**src/rtl/s16x4_sram_bridge_if.sv**
```systemverilog
// CPU-side bus bundle for the 16-bit to 8-bit SRAM bridge.
// Signals: adr_i, we_i, cyc_i, stb_i, sel_i, dat_i (to bridge); dat_o, ack_o (from bridge).
interface s16x4_sram_bridge_if;
  logic [15:1] adr_i;
  logic        we_i;
  logic        cyc_i;
  logic        stb_i;
  logic [1:0]  sel_i;
  logic [15:0] dat_i;
  logic [15:0] dat_o;
  logic        ack_o;

  modport master (
    output adr_i, we_i, cyc_i, stb_i,
    output sel_i, dat_i,
    input  dat_o, ack_o
  );

  modport slave (
    input  adr_i, we_i, cyc_i, stb_i,
    input  sel_i, dat_i,
    output dat_o, ack_o
  );
endinterface

```
**src/rtl/s16x4_sram_bridge.sv**
```systemverilog
// Bridges a 16-bit CPU bus onto an 8-bit async SRAM, one byte lane at a time.
// Ports: clk_i, res_i, bus (slave), sram_adr_o/dat_o/dat_i/dat_oe_o, sram_ce_n/oe_n/we_n_o.
module s16x4_sram_bridge #(
  parameter int unsigned WAIT_STATES = 1
) (
  input  logic        clk_i,
  input  logic        res_i,
  s16x4_sram_bridge_if.slave bus,
  output logic [15:0] sram_adr_o,
  output logic [7:0]  sram_dat_o,
  input  logic [7:0]  sram_dat_i,
  output logic        sram_dat_oe_o,
  output logic        sram_ce_n_o,
  output logic        sram_oe_n_o,
  output logic        sram_we_n_o
);

  localparam logic [3:0] WS = 4'(WAIT_STATES);

  typedef enum logic [1:0] {
    IDLE,
    STROBE,
    RECOVER,
    ACK
  } state_e;

  state_e state_q;
  state_e state_d;

  logic [15:1] adr_q;
  logic        we_q;
  logic [1:0]  sel_q;
  logic [15:0] wdat_q;
  logic [15:0] rd_q;
  logic        lane_q;
  logic [3:0]  cnt_q;
  logic        abort_q;

  logic req;
  logic last_strb;
  logic more_lane;

  assign req       = bus.cyc_i & bus.stb_i;
  assign last_strb = (cnt_q == 4'd0);
  assign more_lane = ~lane_q & sel_q[1];

  always_ff @(posedge clk_i or posedge res_i) begin
    if (res_i) state_q <= IDLE;
    else       state_q <= state_d;
  end

  always_comb begin
    state_d = state_q;
    unique case (state_q)
      IDLE: begin
        if (req) begin
          if (bus.sel_i == 2'b00) state_d = ACK;
          else                    state_d = STROBE;
        end
      end
      STROBE: begin
        if (last_strb) state_d = RECOVER;
      end
      RECOVER: begin
        if (abort_q)        state_d = IDLE;
        else if (more_lane) state_d = STROBE;
        else                state_d = ACK;
      end
      ACK: state_d = IDLE;
      default: state_d = IDLE;
    endcase
  end

  // Request fields are frozen at the IDLE latch; later input
  // changes cannot disturb the transaction in flight.
  always_ff @(posedge clk_i or posedge res_i) begin
    if (res_i) begin
      adr_q   <= '0;
      we_q    <= 1'b0;
      sel_q   <= 2'b00;
      wdat_q  <= '0;
      rd_q    <= '0;
      lane_q  <= 1'b0;
      cnt_q   <= '0;
      abort_q <= 1'b0;
    end else begin
      unique case (state_q)
        IDLE: begin
          if (req) begin
            adr_q   <= bus.adr_i;
            we_q    <= bus.we_i;
            sel_q   <= bus.sel_i;
            wdat_q  <= bus.dat_i;
            rd_q    <= '0;
            lane_q  <= (bus.sel_i == 2'b10);
            cnt_q   <= WS;
            abort_q <= 1'b0;
          end
        end
        STROBE: begin
          if (!bus.cyc_i) abort_q <= 1'b1;
          if (last_strb) begin
            if (!we_q) begin
              if (lane_q) rd_q[15:8] <= sram_dat_i;
              else        rd_q[7:0]  <= sram_dat_i;
            end
          end else begin
            cnt_q <= cnt_q - 4'd1;
          end
        end
        RECOVER: begin
          if (!abort_q && more_lane) begin
            lane_q <= 1'b1;
            cnt_q  <= WS;
          end
        end
        ACK: begin
        end
        default: begin
        end
      endcase
    end
  end

  // Address, data and pad enable stay put through RECOVER
  // so a write sees hold time after we_n rises.
  always_comb begin
    bus.ack_o     = (state_q == ACK);
    bus.dat_o     = '0;
    sram_adr_o    = {adr_q, lane_q};
    sram_dat_o    = lane_q ? wdat_q[15:8] : wdat_q[7:0];
    sram_dat_oe_o = 1'b0;
    sram_ce_n_o   = 1'b1;
    sram_oe_n_o   = 1'b1;
    sram_we_n_o   = 1'b1;
    unique case (state_q)
      IDLE: begin
      end
      STROBE: begin
        sram_ce_n_o   = 1'b0;
        sram_oe_n_o   = we_q;
        sram_we_n_o   = ~we_q;
        sram_dat_oe_o = we_q;
      end
      RECOVER: begin
        sram_dat_oe_o = we_q;
      end
      ACK: begin
        bus.dat_o = rd_q;
      end
      default: begin
      end
    endcase
  end

endmodule

```
**src/flat_wrapper.sv**
```systemverilog
// flat-port wrapper written by rule: the top's interface ports become plain ports
module s16x4_sram_bridge_flat 
#(
  parameter int unsigned WAIT_STATES = 1
)
  (clk_i, res_i, sram_adr_o, sram_dat_o, sram_dat_i, sram_dat_oe_o, sram_ce_n_o, sram_oe_n_o, sram_we_n_o, bus_adr_i, bus_we_i, bus_cyc_i, bus_stb_i, bus_sel_i, bus_dat_i, bus_dat_o, bus_ack_o);
  s16x4_sram_bridge_if bus_i ();
  input  logic clk_i;
  input  logic res_i;
  output logic [15:0] sram_adr_o;
  output logic [7:0] sram_dat_o;
  input  logic [7:0] sram_dat_i;
  output logic sram_dat_oe_o;
  output logic sram_ce_n_o;
  output logic sram_oe_n_o;
  output logic sram_we_n_o;
  input wire logic [$bits(bus_i.adr_i)-1:0] bus_adr_i;
  input wire logic [$bits(bus_i.we_i)-1:0] bus_we_i;
  input wire logic [$bits(bus_i.cyc_i)-1:0] bus_cyc_i;
  input wire logic [$bits(bus_i.stb_i)-1:0] bus_stb_i;
  input wire logic [$bits(bus_i.sel_i)-1:0] bus_sel_i;
  input wire logic [$bits(bus_i.dat_i)-1:0] bus_dat_i;
  output wire logic [$bits(bus_i.dat_o)-1:0] bus_dat_o;
  output wire logic [$bits(bus_i.ack_o)-1:0] bus_ack_o;
  assign bus_i.adr_i = bus_adr_i;
  assign bus_i.we_i = bus_we_i;
  assign bus_i.cyc_i = bus_cyc_i;
  assign bus_i.stb_i = bus_stb_i;
  assign bus_i.sel_i = bus_sel_i;
  assign bus_i.dat_i = bus_dat_i;
  assign bus_dat_o = bus_i.dat_o;
  assign bus_ack_o = bus_i.ack_o;
  s16x4_sram_bridge #(.WAIT_STATES(WAIT_STATES)) u_core (.clk_i(clk_i), .res_i(res_i), .bus(bus_i), .sram_adr_o(sram_adr_o), .sram_dat_o(sram_dat_o), .sram_dat_i(sram_dat_i), .sram_dat_oe_o(sram_dat_oe_o), .sram_ce_n_o(sram_ce_n_o), .sram_oe_n_o(sram_oe_n_o), .sram_we_n_o(sram_we_n_o));
endmodule
```
**config.mk**
```make
export PLATFORM = sky130hd
export DESIGN_NAME = s16x4_sram_bridge_flat
export DESIGN_NICKNAME = d
export VERILOG_FILES = /design/src/rtl/s16x4_sram_bridge_if.sv /design/src/rtl/s16x4_sram_bridge.sv /design/src/flat_wrapper.sv
export SDC_FILE = /design/constraint.sdc
export NUM_CORES = 1
export LEC_CHECK = 0
export BUFFER_PORTS_ARGS = -buffer_cell sky130_fd_sc_hd__clkbuf_2
export CORE_MARGIN = 2
export CORE_UTILIZATION = 50
export DETAILED_ROUTE_END_ITERATION = 16
export PLACE_DENSITY = 0.79
export SETUP_SLACK_MARGIN = 0.5
export SLEW_MARGIN = 20
export SYNTH_ARGS = -nofsm -noshare
export SYNTH_HDL_FRONTEND = slang
export SYNTH_SLANG_ARGS = --single-unit
```
**constraint.sdc**
```tcl
create_clock -name clk_i -period 2.3 [get_ports clk_i]
set_input_delay 0.115 -clock clk_i [delete_from_list [all_inputs] [get_ports clk_i]]
set_output_delay 0.115 -clock clk_i [all_outputs]
set_load 0.1 [all_outputs]
```
==> flow_metrics.env, run 1 <==
export IMPL_outcome="finished clean"
export IMPL_hold_path_class="primary input to flop"
export IMPL_slew_headroom_pct=53.3
export IMPL_grt_max_degree=58
export IMPL_dr_first_iter_drc_count=82
export IMPL_grt_usage_pct=20.4
export IMPL_io_pin_count=91
export IMPL_h_tree_depth=3
export IMPL_required_ns=2.51
export IMPL_die_w_um=77.7
export IMPL_synth_fp_nets=268
export IMPL_hold_violations=0
export IMPL_synth_top_area_share_pct=52.6
export IMPL_grt_pass1_vias=2098
export IMPL_place_hpwl_um=3980
export IMPL_cts_root_buf="clkbuf_8"
export IMPL_max_freq_mhz=547
export IMPL_synthArstFlopShare_pct=100
export IMPL_clk_latency_ns=0.32
export IMPL_end_kind="flop"
export IMPL_worstSetupStartpointType="flop"
export IMPL_die_area_sq_mm=0.00603
export IMPL_skew_ns=0.00798
export IMPL_clkSinkCount=57
export IMPL_cts_made_buffers=9
export IMPL_die_y_um=77.7
export IMPL_dp_cells=372
export IMPL_syn_inst=215
export IMPL_crit_family="compound AO/OA/AOI/OAI gates"
export IMPL_via_count=2048
export IMPL_min_period_over_period_pct=79.5
export IMPL_ys_seq_area_share_pct=52.6
export IMPL_area_delta_synth_final_pct=37.8
export IMPL_min_from="bus_adr_i[14]"
export IMPL_synth_edf_count=0
export IMPL_vias_per_cell=5.06
export IMPL_arrival_ns=2.04
export IMPL_cpPeakStageDelay_ns=0.46
export IMPL_path_max_fanout=6
export IMPL_grt_pass1_wl_um=9790
export IMPL_whs_endpoint="u_core.adr_q[15]"
export IMPL_reg2regPathDepth=7
export IMPL_overflow=0
export IMPL_slowest_stage="a2111oi_4"
export IMPL_worst_slew_pin_slew_ns=0.701
export IMPL_routed_wl_um=5770
export IMPL_antenna_found_initial=0
export IMPL_core_region_area_sq_mm=0.00517
export IMPL_yosysUniqueCellTypes=35
export IMPL_path_depth=7
export IMPL_r2r_end="u_core.cnt_q[0]"
export IMPL_clk_path_buf_depth=2
export IMPL_stdcell_area_sq_mm=0.00374
export IMPL_synth_largest_area_cell="dfrtp_1"
export IMPL_synth_area_leaders="dfrtp_1, mux2_2, and2_1"
export IMPL_clk_pin_slew_ns=0.06
export IMPL_netlist_area_sq_mm=0.00271
export IMPL_drt_pre_antenna_iters=4
export IMPL_worstReg2RegStart="u_core.state_q[1]"
export IMPL_r2r_slack_ns=0.47
export IMPL_place_gp_congestion=0.829
export IMPL_nNetsFinal=383
export IMPL_synth_commonest_cells="dfrtp_1, mux2_2, and2_1"
export IMPL_final_util_pct=72.3
export IMPL_antenna_cells=0
export IMPL_placed_cell_area_sq_mm=0.00332
export IMPL_crit_buf_inv=2
export IMPL_syn_area_per_cell_sq_um=12.6
export IMPL_slew_viol_final=0
export IMPL_drive_gt1_share_pct=61.8
export IMPL_tns_ns=0
export IMPL_remaining_drc_errors=0
export IMPL_grt_setup_unrepaired="yes"
export IMPL_hold_depth=2
export IMPL_finalSetupViolations=0
export IMPL_yosysMostFrequentCell="dfrtp_1"
export IMPL_crit_chain="inv_2, ha_4, buf_8, and4bb_2, a2111oi_4, nand3_1, o21a_1"
export IMPL_initial_utilization_pct=52.4
export IMPL_worstSetupPathType="flop to flop"
export IMPL_ant_nets=0
export IMPL_cap_violations=0
export IMPL_yosys_warnings=0
export IMPL_ys_flop_type="dfrtp_1"
export IMPL_routedWlPerCell_um=14.2
export IMPL_rows=26
export IMPL_fin_crit_ns=1.83
export IMPL_final_cells=405
export IMPL_synth_seq_cells=57
export IMPL_portBuffers=90
export IMPL_cts_tree="done"
[timing repair]
action                     in CTS  in global routing
hold endpoints to repair       47                  0
setup endpoints to repair      43                 38
gates cloned                    0                  0
buffers inserted                9                  7
hold buffers                    1                  0
pin swaps                       6                  7
gates resized for setup        36                  6
[registers in the layout, indices dropped and copies added, names as in the netlist]
name	cells
u_core.abort_q	1
u_core.adr_q	15
u_core.cnt_q	4
u_core.lane_q	1
u_core.rd_q	16
u_core.sel_q	1
u_core.state_q	2
u_core.wdat_q	16
u_core.we_q	1
[layout by cell type, fill, tap and decap left out, drive strengths merged, types with 2 or more instances in the layout]
cell type / netlist / routed
a21oi: 5 / 5
nand4b: 2 / 2
ha: 7 / 7
and2b: 2 / 2
a22o: 4 / 4
inv: 14 / 13
mux2: 44 / 44
buf: 3 / 21
a32o: 5 / 5
o21ai: 4 / 4
nand3: 5 / 5
nand2: 9 / 9
dfrtp: 57 / 57
and2: 20 / 20
clkbuf: 5 / 104
nor2: 6 / 6
clkinvlp: 0 / 2
mux2i: 5 / 5
nand2b: 2 / 2
[per-layer routing]
metal	vias to the layer above	global-route usage (%)	part of all wire (%)
met2	67	33.5	50
met3	7	5.00	6.7
met1	991	26.3	42
met4	0	6.96	1.2
li1	983	-	-
met5	-	0	0
[per-stage QoR]
| step | worst slack (ns) | hold WS [ns] |
|---|---|---|
| 2_1_floorplan | 0.281 | 0.261 |
| 3_3_place_gp | 0.362 | 0.337 |
| 3_5_place_dp | 0.271 | 0.335 |
| 4_1_cts | 0.443 | 0.0152 |
| 5_1_grt | 0.386 | 0.0127 |
| 6_report | 0.472 | 0.0221 |
[area by class of cell]
cell class / instances / area (sq um)
clock buffers: 14 / 163
clock inverters: 2 / 12.5
fillers: 381 / 1430
inverters: 14 / 58.8
multi-input cells: 136 / 1290
flip-flops and latches: 57 / 1430
well taps: 70 / 87.6
repair buffers: 112 / 699
[how the worst max path moves through the flow]
stage                                 start         endpoint
after global routing      u_core.state_q[1]  u_core.cnt_q[3]
after detailed placement  u_core.state_q[0]   u_core.rd_q[2]
final                     u_core.state_q[1]  u_core.cnt_q[0]
after CTS                 u_core.state_q[0]  u_core.cnt_q[0]
after global placement    u_core.state_q[0]  u_core.cnt_q[0]
after floorplan           u_core.state_q[0]  u_core.rd_q[14]
[logic make-up (layout without fill, tap and decap cells)]
family	after synthesis	after routing	share of synthesized area [%]
compound gates	28	28	9.36
fa+ha+maj	7	7	3.23
buf+inv	22	142	3.28
flops	57	57	52.6
mux	49	49	20.1
simple gates	52	52	11.4
Power of run 1 is left out: the tool's default activity adds up to more than one toggle a clock period on the data nets, which glitch-free logic cannot reach.
==> run 2: changes to the inputs <==
==> constraint.sdc (replaced) <==
create_clock -name clk_i -period 1.9 [get_ports clk_i]
set_input_delay 0.095 -clock clk_i [delete_from_list [all_inputs] [get_ports clk_i]]
set_output_delay 0.095 -clock clk_i [all_outputs]
set_load 0.1 [all_outputs]
==> flow_metrics.env, run 2 <==
export IMPL_outcome="aborted with a tool error"
export IMPL_lastStage="global routing"
export IMPL_error="[ERROR DPL-0033] detailed placement checks failed during check placement."
export IMPL_netlist_area_sq_mm=0.00271
export IMPL_place_gp_congestion=0.837
export IMPL_h_tree_depth=3
export IMPL_initial_utilization_pct=52.4
export IMPL_synth_edf_count=0
export IMPL_synth_commonest_cells="dfrtp_1, mux2_2, and2_1"
export IMPL_ys_seq_area_share_pct=52.6
export IMPL_crit_endpoint="u_core.cnt_q[3]$_DFFE_PP0P_/D"
export IMPL_rows=26
export IMPL_dp_cells=376
export IMPL_synth_seq_cells=57
export IMPL_synth_area_leaders="dfrtp_1, mux2_2, and2_1"
export IMPL_syn_inst=215
export IMPL_antenna_found_initial=1
export IMPL_clk_path_buf_depth=2
export IMPL_placed_cell_area_sq_mm=0.00344
export IMPL_ys_flop_type="dfrtp_1"
export IMPL_die_w_um=77.7
export IMPL_portBuffers=90
export IMPL_synth_top_area_share_pct=52.6
export IMPL_yosysUniqueCellTypes=35
export IMPL_worst_ep_kind="register data pin"
export IMPL_cts_root_buf="clkbuf_8"
export IMPL_io_pin_count=91
export IMPL_yosys_warnings=0
export IMPL_cts_made_buffers=9
export IMPL_synthArstFlopShare_pct=100
export IMPL_grt_max_degree=58
export IMPL_yosysMostFrequentCell="dfrtp_1"
export IMPL_syn_area_per_cell_sq_um=12.6
export IMPL_die_y_um=77.7
export IMPL_synth_largest_area_cell="dfrtp_1"
export IMPL_synth_fp_nets=268
export IMPL_place_hpwl_um=4130
export IMPL_clkSinkCount=57
## run 2: what timing repair did
item / in CTS
pin swaps: 17
resized for setup: 141
gates cloned: 3
hold buffers: 33
endpoints found under the hold margin: 89
endpoints found under the setup margin: 87
setup buffers: 19
## run 2: kinds of logic after synthesis
group | synth area share (%)
DFF | 52.6
and+or+nand+nor | 11.4
muxes | 20.1
AOI/OAI and AO/OA | 9.36
buffers and inverters | 3.28
adders and majority gates | 3.23
## run 2: stage by stage
| step | TNS [ns] | setup WS (ns) | util [%] |
|---|---|---|---|
| floorplan | -0.352 | -0.117 | - |
| global placement | 0 | 0.0508 | 66.5 |
| detailed placement | -0.131 | -0.0476 | 66.5 |
| CTS | 0 | 0.133 | 93.1 |
==> run 3: changes to the inputs <==
--- a/config.mk
+++ b/config.mk
@@ -7,10 +7,9 @@
 export LEC_CHECK = 0
 export BUFFER_PORTS_ARGS = -buffer_cell sky130_fd_sc_hd__clkbuf_2
 export CORE_MARGIN = 2
-export CORE_UTILIZATION = 50
+export CORE_UTILIZATION = 40
 export DETAILED_ROUTE_END_ITERATION = 16
-export PLACE_DENSITY = 0.79
-export SETUP_SLACK_MARGIN = 0.5
+export PLACE_DENSITY_LB_ADDON = 0.15
 export SLEW_MARGIN = 20
 export SYNTH_ARGS = -nofsm -noshare
 export SYNTH_HDL_FRONTEND = slang
==> flow_metrics.env, run 3 (synthesis gave the netlist of run 1 again) <==
export IMPL_outcome="finished clean"
export IMPL_die_y_um=86.4
export IMPL_fillers=543
export IMPL_slew_headroom_pct=63.2
export IMPL_via_count=2149
export IMPL_rows=30
export IMPL_overflow=0
export IMPL_place_hpwl_um=4140
export IMPL_cap_violations=0
export IMPL_min_from="bus_sel_i[1]"
export IMPL_drt_pre_antenna_iters=4
export IMPL_required_ns=2.12
export IMPL_antenna_cells=0
export IMPL_slew_viol_final=0
export IMPL_hold_depth=2
export IMPL_drive_gt1_share_pct=52.9
export IMPL_whs_ns=0.0189
export IMPL_skew_ns=0.00447
export IMPL_grt_usage_pct=18.2
export IMPL_finalSetupViolations=0
export IMPL_reg2regPathDepth=6
export IMPL_whs_endpoint="u_core.sel_q[1]"
export IMPL_place_gp_congestion=0.758
export IMPL_worstSetupPathType="flop to flop"
export IMPL_ant_nets=0
export IMPL_cts_made_buffers=9
export IMPL_max_freq_mhz=558
export IMPL_path_max_fanout=4
export IMPL_vias_per_cell=4.90
export IMPL_r2r_end="u_core.rd_q[9]"
export IMPL_r2r_slack_ns=0.11
export IMPL_worstSetupStartpointType="flop"
export IMPL_final_cell_mix="clkbuf_2, dfrtp_1, mux2_2"
export IMPL_die_w_um=86.4
export IMPL_slowest_stage="dfrtp_1"
export IMPL_clk_path_buf_depth=2
export IMPL_post_place_ws_ns=0.0416
export IMPL_final_common_cell="clkbuf_2"
export IMPL_grt_max_degree=58
export IMPL_end_kind="flop"
export IMPL_grt_pass1_vias=2226
export IMPL_clk_pin_slew_ns=0.06
export IMPL_worstReg2RegStart="u_core.cnt_q[0]"
export IMPL_worst_slew_pin_slew_ns=0.554
export IMPL_arrival_ns=2.01
export IMPL_area_delta_synth_final_pct=56.2
export IMPL_hold_violations=0
export IMPL_cpPeakStageDelay_ns=0.40
export IMPL_io_pin_count=91
export IMPL_routedWlPerCell_um=14.4
export IMPL_core_region_area_sq_mm=0.00668
export IMPL_dr_first_iter_drc_count=40
export IMPL_grt_pass1_wl_um=10500
export IMPL_clk_latency_ns=0.34
export IMPL_h_tree_depth=3
export IMPL_die_area_sq_mm=0.00746
export IMPL_portBuffers=90
export IMPL_hold_path_class="primary input to flop"
export IMPL_cts_tree="done"
export IMPL_fin_crit_ns=1.79
export IMPL_cts_root_buf="clkbuf_8"
export IMPL_min_period_over_period_pct=94.3
export IMPL_grt_setup_unrepaired="no"
export IMPL_remaining_drc_errors=0
export IMPL_layout_setup_ws_ns=0.108
export IMPL_antenna_found_initial=0
export IMPL_nNetsFinal=407
export IMPL_clkSinkCount=57
export IMPL_top_regs="u_core.rd_q x16, u_core.wdat_q x16, u_core.adr_q x15"
export IMPL_initial_utilization_pct=40.6
export IMPL_routed_wl_um=6320
export IMPL_crit_chain="inv_1, ha_1, nor3b_4, a22oi_2, a211oi_4, mux2_2"
[run 3: how the worst max path moves through the flow]
stage,from,endpoint,slack [ns]
3_3_place_gp,u_core.state_q[0],u_core.rd_q[4],0.09
6_report,u_core.cnt_q[0],u_core.rd_q[9],0.11
5_1_grt,u_core.cnt_q[0],u_core.rd_q[1],0.005
3_5_place_dp,u_core.state_q[0],u_core.rd_q[4],0.04
4_1_cts,u_core.state_q[0],u_core.rd_q[4],0.02
2_1_floorplan,u_core.state_q[1],u_core.rd_q[14],-0.14
[run 3: layout make-up]
class                      count  area [sq um]  area share (%)
inverter                      14          56.3            1.33
tap                           80           100            2.36
multi-input combinational    136          1260            29.6
sequential                    57          1430            33.7
clock inverter                 4          50.0            1.18
timing repair buffer         136          1180            27.9
clock buffer                  12           165            3.90
[run 3: layer usage]
metal  part of all wire (%)  track usage, %
met4                    2.0            8.95
met2                     53            31.9
met3                    5.0            4.57
met5                      0               0
met1                     40            20.7
[run 3: worst max-delay path, delay by kind of cell (launching register included)]
| kind | cells | cell delay (ns) |
|---|---|---|
| flip-flops | 1 | 0.40 |
| AO/OA/AOI/OAI | 2 | 0.38 |
| multiplexers | 1 | 0.37 |
| AND/OR/NAND/NOR | 1 | 0.27 |
| adder cells (fa/ha/maj) | 1 | 0.19 |
| buffers and inverters | 1 | 0.06 |
[run 3: what timing repair did]
action / CTS / global route
setup endpoints to repair: 1 / 29
resized for setup: 1 / 7
setup buffers: 0 / 0
hold buffers: 38 / 0
endpoints found under the hold margin: 94 / 0
[run 3: metrics by stage]
step	utilization (%)	cell area [sq um]	std cells	TNS [ns]
floorplan	-	2750	215	-0.441
global placement	54.1	3620	385	0
detailed placement	54.1	3620	385	0
CTS	63.1	4210	439	0
global route	63.4	4240	439	0
finish	63.4	4240	439	0
Power of run 3 is left out for the same reason.
==> run 4: changes to the inputs <==
--- a/config.mk
+++ b/config.mk
@@ -5,6 +5,7 @@
 export SDC_FILE = /design/constraint.sdc
 export NUM_CORES = 1
 export LEC_CHECK = 0
+export ABC_CLOCK_PERIOD_IN_PS = 1460
 export BUFFER_PORTS_ARGS = -buffer_cell sky130_fd_sc_hd__clkbuf_2
 export CORE_MARGIN = 2
 export CORE_UTILIZATION = 40
==> constraint.sdc (replaced) <==
create_clock -name clk_i -period 1.46 [get_ports clk_i]
set_input_delay 0.073 -clock clk_i [delete_from_list [all_inputs] [get_ports clk_i]]
set_output_delay 0.073 -clock clk_i [all_outputs]
set_load 0.1 [all_outputs]
==> flow_metrics.env, run 4 (synthesis gave the netlist of run 1 again) <==
export IMPL_outcome="complete, but fails checks"
export IMPL_violations="negative setup slack"
export IMPL_nNetsFinal=456
export IMPL_min_period_over_period_pct=122
export IMPL_remaining_drc_errors=0
export IMPL_path_depth=8
export IMPL_crit_path_start="u_core.cnt_q[1]"
export IMPL_via_count=2383
export IMPL_cts_root_buf="clkbuf_8"
export IMPL_final_common_cell="clkbuf_2"
export IMPL_h_tree_depth=3
export IMPL_portBuffers=90
export IMPL_place_gp_congestion=0.816
export IMPL_slew_viol_final=0
export IMPL_overflow=0
export IMPL_grt_setup_unrepaired="yes"
export IMPL_place_hpwl_um=4300
export IMPL_hold_path_class="primary input to flop"
export IMPL_path_max_fanout=8
export IMPL_cpPeakStageDelay_ns=0.40
export IMPL_worstSetupPathType="flop to flop"
export IMPL_rows=30
export IMPL_grt_max_degree=41
export IMPL_layout_setup_ws_ns=-0.327
export IMPL_drt_pre_antenna_iters=4
export IMPL_drive_gt1_share_pct=61.8
export IMPL_area_delta_synth_final_pct=91.1
export IMPL_final_cells=488
export IMPL_crit_buf_inv=3
export IMPL_clk_pin_slew_ns=0.06
export IMPL_routedWlPerCell_um=15.8
export IMPL_arrival_ns=2.01
export IMPL_vias_per_cell=4.88
export IMPL_clk_path_buf_depth=2
export IMPL_hold_violations=0
export IMPL_die_y_um=86.4
export IMPL_grt_pass1_wl_um=12200
export IMPL_skew_ns=0.00440
export IMPL_routed_wl_um=7700
export IMPL_slowest_stage="dfrtp_1"
export IMPL_max_freq_mhz=560
export IMPL_die_area_sq_mm=0.00746
export IMPL_worstReg2RegStart="u_core.cnt_q[1]"
export IMPL_top_regs="u_core.rd_q x16, u_core.wdat_q x16, u_core.adr_q x15"
export IMPL_initial_utilization_pct=40.6
export IMPL_worst_slew_pin_slew_ns=0.555
export IMPL_crit_chain="inv_2, ha_4, nor3b_4, buf_4, buf_6, nand3_4, a22o_4, a32o_1"
export IMPL_io_pin_count=91
export IMPL_antenna_found_initial=0
export IMPL_tns_ns=-15.93
export IMPL_min_from="bus_sel_i[0]"
export IMPL_crit_family="compound AO/OA/AOI/OAI gates"
export IMPL_die_w_um=86.4
export IMPL_antenna_cells=0
export IMPL_grt_pass1_vias=2535
export IMPL_final_cell_mix="clkbuf_2, dfrtp_1, dlygate4sd3_1"
export IMPL_grt_usage_pct=21.4
export IMPL_clk_latency_ns=0.34
export IMPL_hold_depth=4
export IMPL_slew_headroom_pct=63.2
export IMPL_required_ns=1.68
export IMPL_cts_made_buffers=9
export IMPL_fin_crit_ns=1.79
export IMPL_cts_tree="done"
export IMPL_reg2regPathDepth=8
export IMPL_dp_cells=402
export IMPL_post_place_ws_ns=-0.299
export IMPL_ant_nets=0
export IMPL_cap_violations=0
export IMPL_placed_cell_area_sq_mm=0.00398
export IMPL_core_region_area_sq_mm=0.00668
export IMPL_finalSetupViolations=85
export IMPL_worstSetupStartpointType="flop"
export IMPL_clkSinkCount=57
export IMPL_dr_first_iter_drc_count=92
export IMPL_end_kind="flop"
export IMPL_stdcell_area_sq_mm=0.00518
run 4: routing by layer:
metal  part of all wire (%)  global-route usage (%)
met1                     40                    24.8
met4                    1.3                    8.10
met3                    3.8                    4.67
met2                     54                    38.5
met5                      0                       0
run 4: final cells by class:
| type | count | area (sq um) |
|---|---|---|
| clock buffer | 12 | 155 |
| clock inverter | 4 | 51.3 |
| fill | 393 | 1500 |
| inverter | 14 | 63.8 |
| multi-input combinational | 136 | 1490 |
| sequential | 57 | 1430 |
| tap | 80 | 100 |
| timing repair buffer | 185 | 1900 |
run 4: worst reg2reg max path, delay by kind of cell (launching register included):
kind	cells	cell delay, ns
compound gates	2	0.53
buf+inv	3	0.34
flops	1	0.40
simple gates	2	0.27
fa+ha+maj	1	0.13
run 4: metrics by stage:
stage               util [%]  hold slack (ns)
floorplan                  -            0.160
global placement        59.5           0.0833
detailed placement      59.5           0.0863
CTS                     75.7           0.0811
global route            77.6            0.115
finish                  77.6           0.0888
run 4: final timing paths:
kind,to,slack (ns)
max,u_core.rd_q[3],-0.33
min,u_core.state_q[1],0.09
max reg2reg,u_core.rd_q[3],-0.33
min reg2reg,u_core.wdat_q[10],0.51
max in group asynchronous,u_core.state_q[0],0.64
min in group asynchronous,u_core.adr_q[8],0.28
run 4: what timing repair did:
| action | in CTS | in global routing |
|---|---|---|
| pin swaps | 20 | 14 |
| gates resized for setup | 64 | 35 |
| hold buffers | 39 | 0 |
| hold endpoints to repair | 56 | 0 |
| endpoints found under the setup margin | 85 | 86 |
| gates cloned | 7 | 0 |
| setup buffers | 17 | 10 |
Power of run 4 is left out for the same reason.
